==> src/rtl/seq_detect_prog.sv <==
// Runtime-programmable Mealy serial-bit sequence detector with an overlap mode,
// an input-valid qualifier, a registered match copy and a saturating match counter.
module seq_detect_prog #(
  parameter int unsigned          MAX_LEN = 8,
  parameter int unsigned          CNT_W   = 16,
  parameter logic [MAX_LEN-1:0]   RST_PAT = MAX_LEN'(9),
  parameter int unsigned          RST_LEN = 4,
  parameter bit                   RST_OVL = 1'b0,
  localparam int unsigned         LW      = $clog2(MAX_LEN+1)
) (
  input  logic               clk,
  input  logic               rst,
  input  logic               in_valid,
  input  logic               in,
  input  logic               cfg_load,
  input  logic [MAX_LEN-1:0] pat_i,
  input  logic [LW-1:0]      len_i,
  input  logic               ovl_i,
  input  logic               cnt_clr,
  output logic               match,
  output logic               match_q,
  output logic [CNT_W-1:0]   match_cnt
);

  // The oldest window bit always comes from hist[MAX_LEN-2], so the top history bit is never kept.
  logic [MAX_LEN-2:0] hist, hist_nx;
  logic [MAX_LEN-1:0] pat, pat_nx, win, mask;
  logic [LW-1:0]      fill, fill_nx, len, len_nx;
  logic               ovl, ovl_nx;
  logic               accept, fill_ok, hit;
  logic [CNT_W-1:0]   cnt_nx;

  // Match decode and next-state for history, fill, configuration and counter.
  always_comb begin
    hist_nx = hist;
    fill_nx = fill;
    pat_nx  = pat;
    len_nx  = len;
    ovl_nx  = ovl;
    cnt_nx  = match_cnt;
    mask    = '0;

    win    = {hist, in};
    accept = in_valid & ~cfg_load;
    for (int i = 0; i < MAX_LEN; i++) begin
      mask[i] = ((LW+1)'(i) < (LW+1)'(len));
    end
    fill_ok = ((LW+1)'(fill) + (LW+1)'(1)) >= (LW+1)'(len);
    hit     = ((win ^ pat) & mask) == '0;
    match   = accept & fill_ok & hit;

    if (cfg_load) begin
      pat_nx  = pat_i;
      ovl_nx  = ovl_i;
      fill_nx = '0;
      hist_nx = '0;
      if (len_i == '0) begin
        len_nx = LW'(1);
      end else if (len_i > LW'(MAX_LEN)) begin
        len_nx = LW'(MAX_LEN);
      end else begin
        len_nx = len_i;
      end
    end else if (in_valid) begin
      hist_nx = win[MAX_LEN-2:0];
      // Non-overlapping mode forgets everything once a match completes.
      if (match && !ovl) begin
        fill_nx = '0;
      end else if (fill != LW'(MAX_LEN)) begin
        fill_nx = fill + LW'(1);
      end
    end

    if (cnt_clr) begin
      cnt_nx = '0;
    end else if (match && (match_cnt != '1)) begin
      cnt_nx = match_cnt + CNT_W'(1);
    end
  end

  // State registers, synchronous active-high reset.
  always_ff @(posedge clk) begin
    if (rst) begin
      hist      <= '0;
      fill      <= '0;
      pat       <= RST_PAT;
      len       <= LW'(RST_LEN);
      ovl       <= RST_OVL;
      match_q   <= 1'b0;
      match_cnt <= '0;
    end else begin
      hist      <= hist_nx;
      fill      <= fill_nx;
      pat       <= pat_nx;
      len       <= len_nx;
      ovl       <= ovl_nx;
      match_q   <= match;
      match_cnt <= cnt_nx;
    end
  end

endmodule

==> config.mk <==
export PLATFORM = sky130hd
export DESIGN_NAME = seq_detect_prog
export DESIGN_NICKNAME = d
export VERILOG_FILES = /design/src/rtl/seq_detect_prog.sv
export SDC_FILE = /design/constraint.sdc
export NUM_CORES = 1
export LEC_CHECK = 0
export CORE_MARGIN = 3
export CORE_UTILIZATION = 51
export CTS_CLUSTER_SIZE = 12
export DETAILED_ROUTE_END_ITERATION = 12
export GPL_TIMING_DRIVEN = 0
export PLACE_DENSITY = 0.78
export SLEW_MARGIN = 30
export SYNTH_ARGS = -nofsm -noshare
export SYNTH_HDL_FRONTEND = slang
export SYNTH_SLANG_ARGS = --single-unit
==> constraint.sdc <==
create_clock -name clk -period 3 [get_ports clk]
set_clock_uncertainty 0.1 [all_clocks]
set_input_delay 0.45 -clock clk [delete_from_list [all_inputs] [get_ports clk]]
set_output_delay 0.45 -clock clk [all_outputs]
set_load 0.01 [all_outputs]
==> results of run 1 <==
[state kept, by name (all words and copies together) (netlist names)]
name and flops:
match_cnt 16, len 4, pat 8, ovl 1, fill 4, match_q 1, hist 7
[cell type report]
class                   instances  area share, %
multi-input cells             173           43.4
inverters                       9           1.33
well taps                      48           2.37
flip-flops and latches         41           32.4
clock buffers                   7           3.41
repair buffers                 36           14.0
plain buffers                  12           1.92
clock inverters                 1           1.18
[power groups by stage]
stage | clock network (W) | logic [W] | registers, W
final | 0.000464 | 0.000104 | 0.000567
after global routing | 0.000500 | 0.000114 | 0.000569
after CTS | 0.000471 | 0.000103 | 0.000566
after detailed placement | 0 | 0.000101 | 0.000579
after global placement | 0 | 0.0000995 | 0.000579
after floorplan | 0 | 0.0000623 | 0.000576
[synthesized netlist by cell type (3+ instances only)]
master,n
a21oi_1,19
a31oi_1,3
and3_1,4
buf_1,3
clkbuf_1,7
dfxtp_1,41
ha_1,7
inv_1,9
mux2i_1,15
nand2_1,13
nand3_1,13
nor2_1,27
nor3_1,5
o211ai_1,3
o21ai_0,13
or3_1,9
or4_1,4
xnor2_1,4
xor2_1,7
[repair_timing]
item | CTS | global route
setup buffers | 2 | 0
setup endpoints to repair | 1 | 15
resized for setup | 2 | 4
pin swaps | 4 | 1
[cell families after synthesis]
kind of cell,after synthesis,synth area share (%)
XOR/XNOR,11,4.83
AND/OR/NAND/NOR,90,22.9
multiplexers,15,7.52
adder cells (fa/ha/maj),7,4.39
buffers and inverters,21,4.07
flip-flops,41,41.1
AO/OA/AOI/OAI,50,15.2
[critical path: cells and delay by family (launching register included)]
family / cells / cell delay, ns
compound gates: 3 / 0.44
flops: 1 / 0.39
simple gates: 1 / 0.12
buf+inv: 3 / 0.40
fa+ha+maj: 2 / 0.59
[metrics by stage]
step	total power, W	cells	utilization, %	setup slack, ns	TNS (ns)
finish	0.00114	327	68.2	0.216	0
global route	0.00118	327	68.2	0.0808	0
CTS	0.00114	327	68.0	0.0659	0
detailed placement	0.000680	317	64.5	-0.248	-1.05
global placement	0.000678	317	64.5	-0.249	-0.793
floorplan	0.000639	235	-	0.573	0
[metal layers]
metal | wire length, um | track usage (%) | vias to the layer above
met5 | 0 | 0 | -
met4 | 65 | 7.94 | 0
met3 | 203 | 6.16 | 6
met2 | 2030 | 30.9 | 35
met1 | 2160 | 29.0 | 847
li1 | - | - | 928
[cell usage in the layout (no fill, tap or decap), types with 2 or more instances in the layout]
cell type / n
inv_1: 9
nand3b_1: 2
clkdlybuf4s50_1: 33
a31oi_1: 3
clkbuf_1: 7
and3_1: 4
nor3_1: 5
o31ai_1: 2
nand4_1: 2
o211ai_1: 3
buf_4: 2
nand2b_1: 2
clkbuf_8: 6
nor2b_1: 2
nor2_1: 27
nand3_1: 13
nand2_1: 13
buf_1: 3
clkbuf_2: 2
or3_1: 9
xor2_1: 7
o22ai_1: 2
o21ai_0: 13
a211o_1: 2
ha_1: 7
a21oi_1: 19
mux2i_1: 15
nor4_1: 2
dfxtp_1: 40
or4_1: 4
or2_2: 2
xnor2_1: 4
[worst min-delay path by stage]
stage / start / end / cells after the start
global placement: match_cnt[15] / match_cnt[15] / 2
detailed placement: match_cnt[10] / match_cnt[10] / 2
CTS: match_cnt[10] / match_cnt[10] / 2
global route: match_cnt[10] / match_cnt[10] / 2
floorplan: pat[6] / pat[6] / 2
finish: match_cnt[10] / match_cnt[10] / 2
==> flow_summary.yaml, run 1 <==
status:
  run_status: "completed"
logic_synthesis:
  yosysTopAreaCellShare_pct: 41.1
  ys_top_cells_by_area: "dfxtp_1 41%, mux2i_1 7.5%, nor2_1 5.1%, a21oi_1 4.8%, ha_1 4.4%"
  postSynthCellCount: 235
  synth_edf_count: 0
  async_reset_ff_share_pct: 0
  syn-num-nets: 261
  yosys_warnings: 0
  synth_seq_cells: 41
  synth_flop_cell: "dfxtp_1"
  yosys.area.top_type: "dfxtp_1"
  yosysSeqAreaShare_pct: 41.1
  syn_area_per_cell_um2: 8.49
  syn_area_um2: 2000
  ys_types: 39
floorplanning:
  start_util_pct: 53.7
  core_um2: 3720
  die_h_um: 68.6
  die_w_um: 68.6
  rows: 22
  ios: 37
  design.die.area_um2: 4700
power:
  p_seq_share_pct: 49.9
  ir_drop_uv: 311
  combPwrFrac_pct: 9.1
  switching_power_w: 0.000255
  powerDensity_nw_per_um2: 448
  switching_share_pct: 22.5
  pwr-share-clk_pct: 40.9
  p_leak_nw: 0.972
  internal-power_w: 0.000880
place:
  numPortBuffers: 34
  place_congestion: 0.803
  hpwl_mm: 3.20
  place_area_um2: 2400
run:
  maxCapViolations: 0
grt:
  grt_pass1_vias: 1592
  antenna_found_initial: 0
  grt_pass1_wl_mm: 7.34
  grt_usage_pct: 21.0
  grt_max_degree: 13
  grt_overflow_total: 0
sta:
  holdWs_ns: 0.405
  drv_slew: 0
  slew_headroom_pct: 57.2
  max_freq_ghz: 0.359
  period_share_pct: 92.8
  worst_pin_slew_ns: 0.642
  final-hold-violation-count: 0
  rsz0062_at_grt: "no"
  finalSetupViolations: 0
  layout_min_cycle_time_ns: 2.78
layout:
  fillers: 315
  fin_area_um2: 2530
  nNetsFinal: 304
  multi_input_area_um2: 1100
  ff_latch_area_um2: 822
  diodes: 0
  syn_to_final_growth_pct: 27.0
  drive_gt1_share_pct: 6.45
min_path:
  hp-class: "reg -> reg"
setup_path:
  rrSetupSlack_ns: 0.30
  path_class: "reg -> out"
  worstPathArrival_ns: 2.23
  crit_fanout: 7
  required_ns: 2.45
  critPathLaunch: "fill[0]"
  crit_path_end: "match"
  critPathLaunchType: "flop"
  critPathMaxStageDelay_ns: 0.39
  cp_slowest_cell: "dfxtp_2"
  reg2reg_depth: 11
  cp-end-kind: "output pin"
  r2r-end: "match_cnt[0]"
  crit_chain: "inv_1, ha_1, ha_1, a21o_1, a21oi_1, o21ai_0, nand2_1, inv_1, dlygate4sd2_1"
  crit-reg2reg-launch: "fill[0]"
cts:
  clkSinkCount: 41
  cts_root_buf: "clkbuf_8"
  clk_latency_ns: 0.30
  cts.reportedPaths.clkPinSlew_ns: 0.08
  numCtsBuffers: 5
  ctsHoldBuffers: 0
  htree_levels: 2
  clock_path_buffers: 2
  cts_tree: "built"
detailed_routing:
  first_iter_violations: 142
  dr_total_vias: 1816
  finalWirelength_mm: 4.46
  drc: 0
  drtPass1Iterations: 4
  drtAntennaViolNets: 0
  avgRoutedWirePerCell_um: 13.6
  viasPerCell: 5.55
No activity file was read; power rests on OpenSTA's default activity.
==> run 2, diff against run 1 <==
--- a/config.mk
+++ b/config.mk
@@ -15,3 +15,4 @@
 export SYNTH_ARGS = -nofsm -noshare
 export SYNTH_HDL_FRONTEND = slang
 export SYNTH_SLANG_ARGS = --single-unit
+export TNS_END_PERCENT = 10
==> results of run 2 <==
Final layout, timing and power as in run 1 (identical DEF).
